[config.mk]
export PLATFORM = sky130hd
export DESIGN_NAME = vdp18_spr_sched
export DESIGN_NICKNAME = d
export VERILOG_FILES = /design/src/rtl/vdp18_spr_sched.sv
export SDC_FILE = /design/constraint.sdc
export NUM_CORES = 1
export LEC_CHECK = 0
export BUFFER_PORTS_ARGS = -buffer_cell sky130_fd_sc_hd__buf_4
export CAP_MARGIN = 15
export CELL_PAD_IN_SITES_DETAIL_PLACEMENT = 2
export CELL_PAD_IN_SITES_GLOBAL_PLACEMENT = 2
export CORE_AREA = 3 3 70 72
export DETAILED_ROUTE_END_ITERATION = 10
export DIE_AREA = 0 0 73 75
export GPL_ROUTABILITY_DRIVEN = 0
export PLACE_DENSITY_LB_ADDON = 0.1
export SETUP_SLACK_MARGIN = 0.1
export SLEW_MARGIN = 30
export SYNTH_ARGS = -nofsm -noshare
export SYNTH_HDL_FRONTEND = slang
export SYNTH_SLANG_ARGS = --single-unit
[constraint.sdc]
create_clock -name clk_i -period 8.23 [get_ports clk_i]
set_clock_uncertainty 0.2 [all_clocks]
set_input_delay 1.2345 -clock clk_i [delete_from_list [all_inputs] [get_ports clk_i]]
set_output_delay 1.2345 -clock clk_i [all_outputs]
set_load 0.005 [all_outputs]
[src/rtl/vdp18_spr_sched.sv]
// Sprite access-slot scheduler: issues STST test slots interleaved with CPU slots during the
// active line, then the per-sprite SATY..SPTL read burst, yielding to the background fetcher.
module vdp18_spr_sched #(
  parameter int unsigned ACTIVE_LINES    = 192,
  parameter int unsigned MAX_TESTS       = 32,
  parameter int unsigned MAX_SPR         = 4,
  parameter int unsigned HV_SPRITE_START = 247
) (
  input  logic       clk_i,
  input  logic       reset_n_i,
  input  logic       clk_en_5m37_i,
  input  logic       clk_en_acc_i,
  input  logic [8:0] num_pix_i,
  input  logic [8:0] num_line_i,
  input  logic       vert_inc_i,
  input  logic       reg_blank_i,
  input  logic       reg_size1_i,
  input  logic       bg_slot_i,
  input  logic       stop_sprite_i,
  input  logic       cpu_req_i,
  output logic [3:0] access_type_o,
  output logic       cpu_ack_o,
  output logic [1:0] spr_phase_o
);

  localparam logic [3:0] AcNone = 4'd0;
  localparam logic [3:0] AcCpu  = 4'd1;
  localparam logic [3:0] AcStst = 4'd2;
  localparam logic [3:0] AcSaty = 4'd3;
  localparam logic [3:0] AcSpth = 4'd7;
  localparam logic [3:0] AcSptl = 4'd8;

  localparam logic [8:0] SprStart = 9'(HV_SPRITE_START);
  localparam logic [8:0] ActLines = 9'(ACTIVE_LINES);
  localparam logic [5:0] MaxTests = 6'(MAX_TESTS);
  localparam logic [2:0] MaxSpr   = 3'(MAX_SPR);

  typedef enum logic [1:0] {StIdle = 2'b00, StTest = 2'b01, StRead = 2'b10} phase_e;

  phase_e     phase_q, phase_d;
  logic [5:0] test_cnt_q, test_cnt_d;
  logic [2:0] spr_cnt_q, spr_cnt_d;
  logic       tst_spare_q, tst_spare_d;
  logic [2:0] rd_step_q, rd_step_d;
  logic       size1_q, size1_d;
  logic [3:0] access_q, access_d;
  logic       cpu_ack_q, cpu_ack_d;

  logic [3:0] cpu_slot;
  logic       line_active, test_trig, read_trig, last_pat;

  assign cpu_slot    = cpu_req_i ? AcCpu : AcNone;
  assign line_active = !num_line_i[8] && (num_line_i < ActLines);
  assign test_trig   = clk_en_5m37_i && (num_pix_i == 9'd0) && line_active && !reg_blank_i;
  assign read_trig   = clk_en_5m37_i && (num_pix_i == SprStart) && !stop_sprite_i && !reg_blank_i;
  assign last_pat    = (access_q == AcSptl) || ((access_q == AcSpth) && !size1_q);

  always_comb begin
    phase_d     = phase_q;
    test_cnt_d  = test_cnt_q;
    spr_cnt_d   = spr_cnt_q;
    tst_spare_d = tst_spare_q;
    rd_step_d   = rd_step_q;
    size1_d     = size1_q;
    access_d    = access_q;
    cpu_ack_d   = clk_en_acc_i && (access_q == AcCpu);

    // Retire the slot that ends on this strobe.
    if (clk_en_acc_i) begin
      case (phase_q)
        StTest: begin
          if (access_q == AcStst) begin
            if (test_cnt_q < MaxTests) test_cnt_d = test_cnt_q + 6'd1;
            if (stop_sprite_i || (test_cnt_d >= MaxTests)) phase_d = StIdle;
          end
        end
        StRead: begin
          if (last_pat) begin
            if (spr_cnt_q < MaxSpr) spr_cnt_d = spr_cnt_q + 3'd1;
            if (stop_sprite_i || (spr_cnt_d >= MaxSpr)) phase_d = StIdle;
          end
        end
        default: ;
      endcase
      if (reg_blank_i) phase_d = StIdle;
    end

    if (read_trig) begin
      phase_d   = StRead;
      spr_cnt_d = 3'd0;
      rd_step_d = 3'd0;
    end else if (test_trig) begin
      phase_d     = StTest;
      test_cnt_d  = 6'd0;
      tst_spare_d = 1'b0;
    end

    // Load the next slot; a yielded slot leaves the sequence pointers untouched.
    if (clk_en_acc_i) begin
      if (bg_slot_i) begin
        access_d = AcNone;
      end else begin
        case (phase_d)
          StTest: begin
            if (tst_spare_d) begin
              access_d    = cpu_slot;
              tst_spare_d = 1'b0;
            end else begin
              access_d    = AcStst;
              tst_spare_d = 1'b1;
            end
          end
          StRead: begin
            access_d = AcSaty + {1'b0, rd_step_d};
            case (rd_step_d)
              3'd4: begin
                size1_d   = reg_size1_i;
                rd_step_d = reg_size1_i ? 3'd5 : 3'd0;
              end
              3'd5:    rd_step_d = 3'd0;
              default: rd_step_d = rd_step_d + 3'd1;
            endcase
          end
          default: access_d = cpu_slot;
        endcase
      end
    end

    if (vert_inc_i) begin
      phase_d     = StIdle;
      test_cnt_d  = 6'd0;
      spr_cnt_d   = 3'd0;
      tst_spare_d = 1'b0;
      rd_step_d   = 3'd0;
      access_d    = AcNone;
    end
  end

  always_ff @(posedge clk_i or negedge reset_n_i) begin
    if (!reset_n_i) begin
      phase_q     <= StIdle;
      test_cnt_q  <= 6'd0;
      spr_cnt_q   <= 3'd0;
      tst_spare_q <= 1'b0;
      rd_step_q   <= 3'd0;
      size1_q     <= 1'b0;
      access_q    <= AcNone;
      cpu_ack_q   <= 1'b0;
    end else begin
      phase_q     <= phase_d;
      test_cnt_q  <= test_cnt_d;
      spr_cnt_q   <= spr_cnt_d;
      tst_spare_q <= tst_spare_d;
      rd_step_q   <= rd_step_d;
      size1_q     <= size1_d;
      access_q    <= access_d;
      cpu_ack_q   <= cpu_ack_d;
    end
  end

  assign access_type_o = access_q;
  assign cpu_ack_o     = cpu_ack_q;
  assign spr_phase_o   = phase_q;

endmodule

==> impl_metrics.toml, run 1 <==
[place]
dpl_cell_area_um2 = 1760
dp_hpwl_mm = 3.56
port_buffers = 28
place_ws_ns = 3.76

[pwr]
p_clk_share_pct = 35.4
p_per_area_nw_per_um2 = 107
p_switching_uw = 47.1
p_leak_nw = 0.800
switching_share_pct = 24.3
p_int_uw = 147
seqPwrFrac_pct = 53.4
combPwrFrac_pct = 11.2
max-vdd-ir-drop_v = 0.0000551

[synthesis]
ys_seq_area_share_pct = 35.0
synth_area_leader_cell = "dfrtp_1"
synth-edff-count = 0
syn_nets = 194
syn_inst = 155
synth_area_um2 = 1500
ys_types = 58
avgSynthCellArea_um2 = 9.68
yosys_warnings = 0
synthTopCellsByArea = "dfrtp_1 35%, ha_1 9.2%, nor2_1 3.3%"
ys_ff_latch = 21
ys_top_cells_by_count = "21 x dfrtp_1, 13 x nor2_1, 11 x ha_1"
async_flop_share_pct = 100
synth_top_area_share_pct = 35.0
synthFlopType = "dfrtp_1"
synth.most_common_cell = "dfrtp_1"

[sta]
max_freq_ghz = 0.240
setup-tns-final_ns = 0
period_share_pct = 50.7
tightestPinTransition_ns = 0.817
rsz0062_at_grt = "false"
setup_ws_ns = 4.05
slew_headroom_pct = 44.8
setup_viol = 0
finalHoldViolations = 0
finalMaxSlewViolations = 0
period_needed_ns = 4.18

[cells_and_area]
final_cell_area_um2 = 1810
nNetsFinal = 224
area_growth_pct = 20.7
post-route-util_pct = 41.6
antennaDiodeCount = 0
drive_gt1_share_pct = 23.4

[cts]
cts_made_buffers = 3
cts_setup_buffers = 0
hold_buffers = 0
cts_resized = 0
clkLatencyLatePin_ns = 0.26
cts_tree = "yes"
path_clk_slew_ns = 0.08
htreeDepth = 1
clockRootBuffer = "clkbuf_8"
cts_max_path_buffers = 2
clkSinkCount = 21

[critical_path]
worstPathMaxFanout = 6
end_kind = "register"
criticalPathCategory = "in2reg"
critPathLaunchType = "input port"
crit_required_ns = 8.18
crit_arrival_ns = 4.13

[global_routing]
gr-usage-met1_pct = 22.6
antenna_found_initial = 0
grtUsageTotal_pct = 17.7
met2_usage_pct = 31.8
grt_pass1_wl_mm = 7.58
grt_max_degree = 22
busiest_layer = "met2"
overflow = 0
grt_util_met3_pct = 2.40
first_global_vias = 1516

[detailed_routing]
via_count = 1381
wl_per_cell_um = 18.8
detail-route-antenna-nets = 0
drc = 0
wl_mm = 4.45
viasPerCell = 5.85
firstDrtPassIters = 4
drt_iter0_markers = 42

[hold_path]
min_path_type = "reg2reg"

[die]
die_area_um2 = 5480
die_w_um = 73
initial_core_util_pct = 34.5
num_rows = 24
coreArea_um2 = 4350
dieHeight_um = 75
num_io_pins = 35

[job]
cap_violations = 0

[status]
run_status = "finished clean"
[critical path, cell delays in order]
cell      delay, ns
buf_4          0.11
or4_1          0.62
o41ai_1        0.80
or2_1          0.22
o311ai_0       0.14
ha_1           0.25
and3b_1        0.27
nand4_1        0.13
mux2_2         0.34
[power groups by stage]
stage | clock network [mW] | logic [mW] | registers (mW)
after floorplan | 0 | 0.00725 | 0.106
after detailed placement | 0 | 0.0221 | 0.106
after global placement | 0 | 0.0212 | 0.106
final | 0.0687 | 0.0218 | 0.104
after CTS | 0.0721 | 0.0222 | 0.104
after global routing | 0.0771 | 0.0242 | 0.104
[sequential cells by signal, indices dropped and copies added (netlist names)]
register,flops
access_type_o,4
cpu_ack_o,1
rd_step_q,3
size1_q,1
spr_cnt_q,3
spr_phase_o,2
test_cnt_q,6
tst_spare_q,1
[placed cells by master, fill, tap and decap left out, drive strengths merged, types with 4 or more instances in the layout]
cell type,count
a21oi,5
a31oi,4
buf,28
dfrtp,21
ha,11
inv,7
nand2,8
nand3,7
nor2,13
nor3,4
o21a,4
o31ai,5
o41ai,4
[cells by family (layout without fill, tap and decap cells)]
| kind of cell | Yosys count | count (layout) | synth area share, % |
|---|---|---|---|
| XOR/XNOR | 4 | 4 | 2.34 |
| AND/OR/NAND/NOR | 65 | 65 | 26.2 |
| buffers and inverters | 10 | 39 | 2.50 |
| adder cells (fa/ha/maj) | 11 | 11 | 9.17 |
| multiplexers | 3 | 3 | 2.42 |
| AO/OA/AOI/OAI | 41 | 41 | 22.4 |
| flip-flops | 21 | 21 | 35.0 |
[routing by layer]
metal	vias to the layer above	wire length, µm
met4	0	27
met1	706	1930
li1	661	-
met3	4	123
met5	-	0
met2	10	2370
[stage by stage]
stage	total power, mW	instances	hold slack (ns)
2_1_floorplan	0.113	155	0.312
3_3_place_gp	0.127	232	0.338
3_5_place_dp	0.128	232	0.358
6_report	0.194	236	0.367
4_1_cts	0.198	236	0.369
5_1_grt	0.205	236	0.403
[layout make-up]
| cell class | instances | area [µm²] |
|---|---|---|
| clock inverters | 1 | 5.00 |
| flip-flops and latches | 21 | 526 |
| repair buffers | 28 | 210 |
| clock buffers | 3 | 41.3 |
| multi-input cells | 124 | 937 |
| fillers | 474 | 2540 |
| inverters | 7 | 26.3 |
| well taps | 52 | 65.1 |
[worst paths after layout]
path	start	to	slack [ns]	cells after the start
setup / recovery	num_pix_i[4]	size1_q	4.05	9
hold / removal	rd_step_q[1]	rd_step_q[1]	0.37	2
setup reg to reg	access_type_o[0]	size1_q	4.74	8
hold reg to reg	rd_step_q[1]	rd_step_q[1]	0.37	2
max in group asynchronous	reset_n_i	access_type_o[0]	6.95	1
min in group asynchronous	reset_n_i	test_cnt_q[1]	0.65	1
Note: power is estimated with default switching activity, not from simulation.
==> run 2, diff against run 1 <==
- CORE_AREA: 3 3 70 72 -> 3 3 76 78
- DIE_AREA: 0 0 73 75 -> 0 0 79 81
- clock period: 8.23 -> 3.4 ns (I/O delays scaled with it)
==> run 2 against run 1 <==
Compared with the run above: sequential share of layout area fell by 1.7 points; sequential cell count did not move; count of clock-buffer cells in the layout did not move; die area rose by 17%; clock power rose to 2.5 times the previous value; largest power group unchanged.
==> impl_metrics.toml, run 2 (synthesis gave the netlist of run 1 again) <==
[pwr]
p_leak_nw = 0.851
seqPwrFrac_pct = 52.2
combPwrFrac_pct = 11.3
max-vdd-ir-drop_v = 0.000103
p_switching_uw = 123
p_clk_share_pct = 36.5
p_int_uw = 358
switching_share_pct = 25.6
p_per_area_nw_per_um2 = 250

[cells_and_area]
area_growth_pct = 28.3
layout_common_cells = "38 x buf_4, 21 x dfrtp_1, 13 x nor2_1"
nFillCells = 628
seq_area_um2 = 526
drive_gt1_share_pct = 27.7
nNetsFinal = 235
fin_cells = 265
post-route-util_pct = 37.4
multi_input_area_um2 = 943
final_common_cell = "buf_4"
max_flop_register = "test_cnt_q"
antennaDiodeCount = 0
largest_reg_flops = 6

[critical_path]
critPathLaunchType = "register"
crit_arrival_ns = 3.12
cpLargestDelayFamily = "compound AO/OA/AOI/OAI gates"
worstPathMaxFanout = 6
worstPathCellList = "or4b_1 -> a211o_1 -> a311oi_2 -> o311ai_0 -> ha_1 -> or3_1 -> o31ai_1"
reg2reg_slack_ns = 0.25
critPathMaxStageDelay_ns = 0.56
crit_slowest_cell = "or4b_1"
end_kind = "register"
critPathBufInv = 0
crit_required_ns = 3.37
criticalPathCategory = "reg2reg"

[detailed_routing]
detail-route-antenna-nets = 0
via_count = 1424
wl_per_cell_um = 18.0
firstDrtPassIters = 4
drt_iter0_markers = 60
viasPerCell = 5.37
wl_mm = 4.76
drc = 0

[cts]
clkLatencyLatePin_ns = 0.27
clkSinkCount = 21
cts_tree = "yes"
clockRootBuffer = "clkbuf_8"
cts_max_path_buffers = 2
path_clk_slew_ns = 0.09
cts_made_buffers = 3
cts_setup_buffers = 0
htreeDepth = 1

[die]
num_io_pins = 35
num_rows = 26
initial_core_util_pct = 29.2
coreArea_um2 = 5140
die_area_um2 = 6400
dieHeight_um = 81
die_w_um = 79

[sta]
finalHoldViolations = 0
rsz0062_at_grt = "false"
tightestPinTransition_ns = 0.554
finalMaxSlewViolations = 0
setup_viol = 0
setup_ws_ns = 0.248
period_needed_ns = 3.15
max_freq_ghz = 0.317
setup-tns-final_ns = 0
slew_headroom_pct = 63.0
period_share_pct = 92.7

[place]
dp_cells = 260
dp_hpwl_mm = 3.81
port_buffers = 28
place_ws_ns = 0.0377

[global_routing]
first_global_vias = 1618
grt_max_degree = 22
grt_pass1_wl_mm = 8.30
grtUsageTotal_pct = 16.4
antenna_found_initial = 0
overflow = 0

[job]
cap_violations = 0

[hold_path]
min_path_type = "in2reg"

[status]
run_status = "finished clean"
## run 2: worst paths after layout
path,endpoint,from,cells after the start
worst max-delay path,access_type_o[3],access_type_o[0],7
worst min-delay path,spr_phase_o[0],reg_blank_i,2
worst max register to register,access_type_o[3],access_type_o[0],7
worst min register to register,rd_step_q[1],rd_step_q[1],2
max in group asynchronous,spr_cnt_q[2],reset_n_i,2
min in group asynchronous,test_cnt_q[1],reset_n_i,2
## run 2: layer usage
metal	vias up	GRT usage (%)	part of all wire [%]
met1	708	22.5	49
met4	0	3.09	0.53
met3	4	2.55	3.9
li1	681	-	-
met5	-	0	0
met2	31	27.6	47
## run 2: area by class of cell
cell class	count	share of cell area [%]
clock buffer	3	2.15
clock inverter	1	0.260
inverter	7	1.37
multi-input combinational	124	49.0
sequential	21	27.3
tap	70	4.55
timing repair buffer	39	15.3
## run 2: what timing repair did
item / CTS / global route
endpoints found under the setup margin: 0 / 9
hold buffers: 1 / 0
hold endpoints to repair: 21 / 0
resized for setup: 0 / 1
## run 2: power groups by stage
stage	Sequential, mW	Clock [mW]	Combinational [mW]
2_1_floorplan	0.256	0	0.0176
3_3_place_gp	0.256	0	0.0524
3_5_place_dp	0.256	0	0.0545
4_1_cts	0.251	0.185	0.0555
5_1_grt	0.251	0.193	0.0609
6_report	0.251	0.175	0.0544
## run 2: stage by stage
step / cell area, µm² / hold WS, ns / power, mW
after floorplan: 1500 / 0.0144 / 0.273
after global routing: 1920 / 0.297 / 0.505
final: 1920 / 0.291 / 0.481
after detailed placement: 1860 / 0.228 / 0.310
after global placement: 1860 / 0.220 / 0.308
after CTS: 1920 / 0.281 / 0.491
## run 2: worst register-to-register path: cells and delay by family, from the launching register on
| family | cells | cell delay [ns] |
|---|---|---|
| AND/OR/NAND/NOR | 2 | 0.93 |
| AO/OA/AOI/OAI | 4 | 1.13 |
| adder cells (fa/ha/maj) | 1 | 0.35 |
| flip-flops | 1 | 0.44 |
==> run 3, diff against run 2 <==
- CORE_AREA: 3 3 76 78 -> 4 4 81 76
- DIE_AREA: 0 0 79 81 -> 0 0 85 80
==> run 3 against run 2 <==
Compared with the run above: combinational power increased by 4.6%; critical path depth grew 2; global-route usage fell by 1.5 points; first-iteration DRC count shrank 5.0%; die area is 6.3% higher; cell area is 0.19% higher; sequential power hardly changed; critical path type unchanged.
==> impl_metrics.toml, run 3 (synthesis gave the netlist of run 1 again) <==
[status]
run_status = "finished clean"

[die]
num_rows = 25
num_io_pins = 35
die_area_um2 = 6800
die_w_um = 85
coreArea_um2 = 5220
initial_core_util_pct = 28.7
dieHeight_um = 80

[detailed_routing]
via_count = 1435
firstDrtPassIters = 2
drc = 0
detail-route-antenna-nets = 0
viasPerCell = 5.50
wl_mm = 4.98
wl_per_cell_um = 19.1
drt_iter0_markers = 57

[cts]
htreeDepth = 1
clockRootBuffer = "clkbuf_8"
cts_made_buffers = 3
cts_setup_buffers = 0
path_clk_slew_ns = 0.09
clkSinkCount = 21
cts_tree = "yes"
cts_max_path_buffers = 2
clkLatencyLatePin_ns = 0.26

[sta]
rsz0062_at_grt = "false"
slew_headroom_pct = 59.0
max_freq_ghz = 0.316
finalHoldViolations = 0
period_needed_ns = 3.16
finalMaxSlewViolations = 0
tightestPinTransition_ns = 0.613
setup-tns-final_ns = 0
setup_ws_ns = 0.236
period_share_pct = 93.1
setup_viol = 0

[global_routing]
grt_pass1_wl_mm = 8.00
first_global_vias = 1593
grtUsageTotal_pct = 15.0
overflow = 0
antenna_found_initial = 0
grt_max_degree = 22

[place]
place_ws_ns = -0.0110
port_buffers = 28
dp_hpwl_mm = 3.95

[cells_and_area]
max_flop_register = "test_cnt_q"
area_growth_pct = 28.5
layout_common_cells = "37 x buf_4, 20 x dfrtp_1, 13 x nor2_1"
antennaDiodeCount = 0
largest_reg_flops = 6
nFillCells = 585
drive_gt1_share_pct = 27.8
nNetsFinal = 234
final_common_cell = "buf_4"

[critical_path]
crit_required_ns = 3.37
criticalPathCategory = "reg2reg"
worstPathMaxFanout = 6
crit_arrival_ns = 3.13
end_kind = "register"
critPathLaunchType = "register"

[pwr]
p_leak_nw = 0.841
max-vdd-ir-drop_v = 0.000117
p_switching_uw = 125
p_per_area_nw_per_um2 = 251
p_clk_share_pct = 36.4
switching_share_pct = 25.8
combPwrFrac_pct = 11.7
seqPwrFrac_pct = 51.8
p_int_uw = 359

[hold_path]
min_path_type = "in2reg"

[job]
cap_violations = 0
==> run 3: cell types whose count changed in the layout (fill, tap and decap cells not counted) <==
| cell | previous run | this run |
|---|---|---|
| clkinv_2 | 1 | 0 |
| dfrtp_2 | 0 | 1 |
| a311oi_2 | 1 | 0 |
| buf_4 | 38 | 37 |
| a311oi_4 | 0 | 1 |
| dfrtp_1 | 21 | 20 |
| clkinvlp_4 | 0 | 1 |
==> run 3: worst paths after layout <==
check / slack, ns / end / startpoint / cells after the start
worst max-delay path: 0.24 / rd_step_q[0] / access_type_o[0] / 9
max in group asynchronous: 2.29 / access_type_o[0] / reset_n_i / 2
worst min-delay path: 0.30 / size1_q / reg_size1_i / 2
worst max register to register: 0.24 / rd_step_q[0] / access_type_o[0] / 9
min in group asynchronous: 0.46 / test_cnt_q[1] / reset_n_i / 2
worst min register to register: 0.38 / tst_spare_q / tst_spare_q / 2
==> run 3: worst max-delay path: stages (launching register included) <==
cell and delay, ns:
dfrtp_2 0.45, or4b_1 0.54, a211o_1 0.34, a311oi_4 0.28, o311ai_0 0.22, ha_1 0.27
and3b_1 0.25, buf_4 0.17, o2111a_1 0.12, a211oi_1 0.23
==> run 3: per-layer routing <==
metal	track usage (%)	vias to the layer above	wire length (µm)
met4	2.37	0	25
met5	0	-	0
met2	28.0	26	2460
li1	-	680	-
met1	18.0	727	2300
met3	2.68	2	193
==> run 3: what timing repair did <==
action / CTS / global route
hold endpoints to repair: 21 / 0
hold buffers: 1 / 0
resized for setup: 1 / 2
pin swaps: 0 / 0
setup endpoints to repair: 1 / 1
==> run 3: metrics by stage <==
stage,area (µm²),power (mW),util [%],hold slack [ns],instances
after floorplan,1500,0.273,-,0.0144,155
after global placement,1850,0.310,35.4,0.219,256
after detailed placement,1850,0.312,35.4,0.225,256
after CTS,1920,0.491,36.7,0.299,261
after global routing,1930,0.512,36.9,0.292,261
final,1930,0.485,36.9,0.301,261
==> run 3: area by class of cell <==
cell class	instances	area, µm²	area share (%)
multi-input combinational	124	955	49.5
tap	67	83.8	4.35
timing repair buffer	38	288	14.9
clock inverter	1	7.51	0.389
clock buffer	3	41.3	2.14
sequential	21	527	27.3
inverter	7	26.3	1.36
==> run 3: power groups by stage <==
stage | clock (mW) | combinational (mW) | sequential [mW]
5_1_grt | 0.199 | 0.0623 | 0.251
3_3_place_gp | 0 | 0.0539 | 0.256
4_1_cts | 0.182 | 0.0576 | 0.251
3_5_place_dp | 0 | 0.0563 | 0.256
6_report | 0.177 | 0.0569 | 0.251
2_1_floorplan | 0 | 0.0176 | 0.256
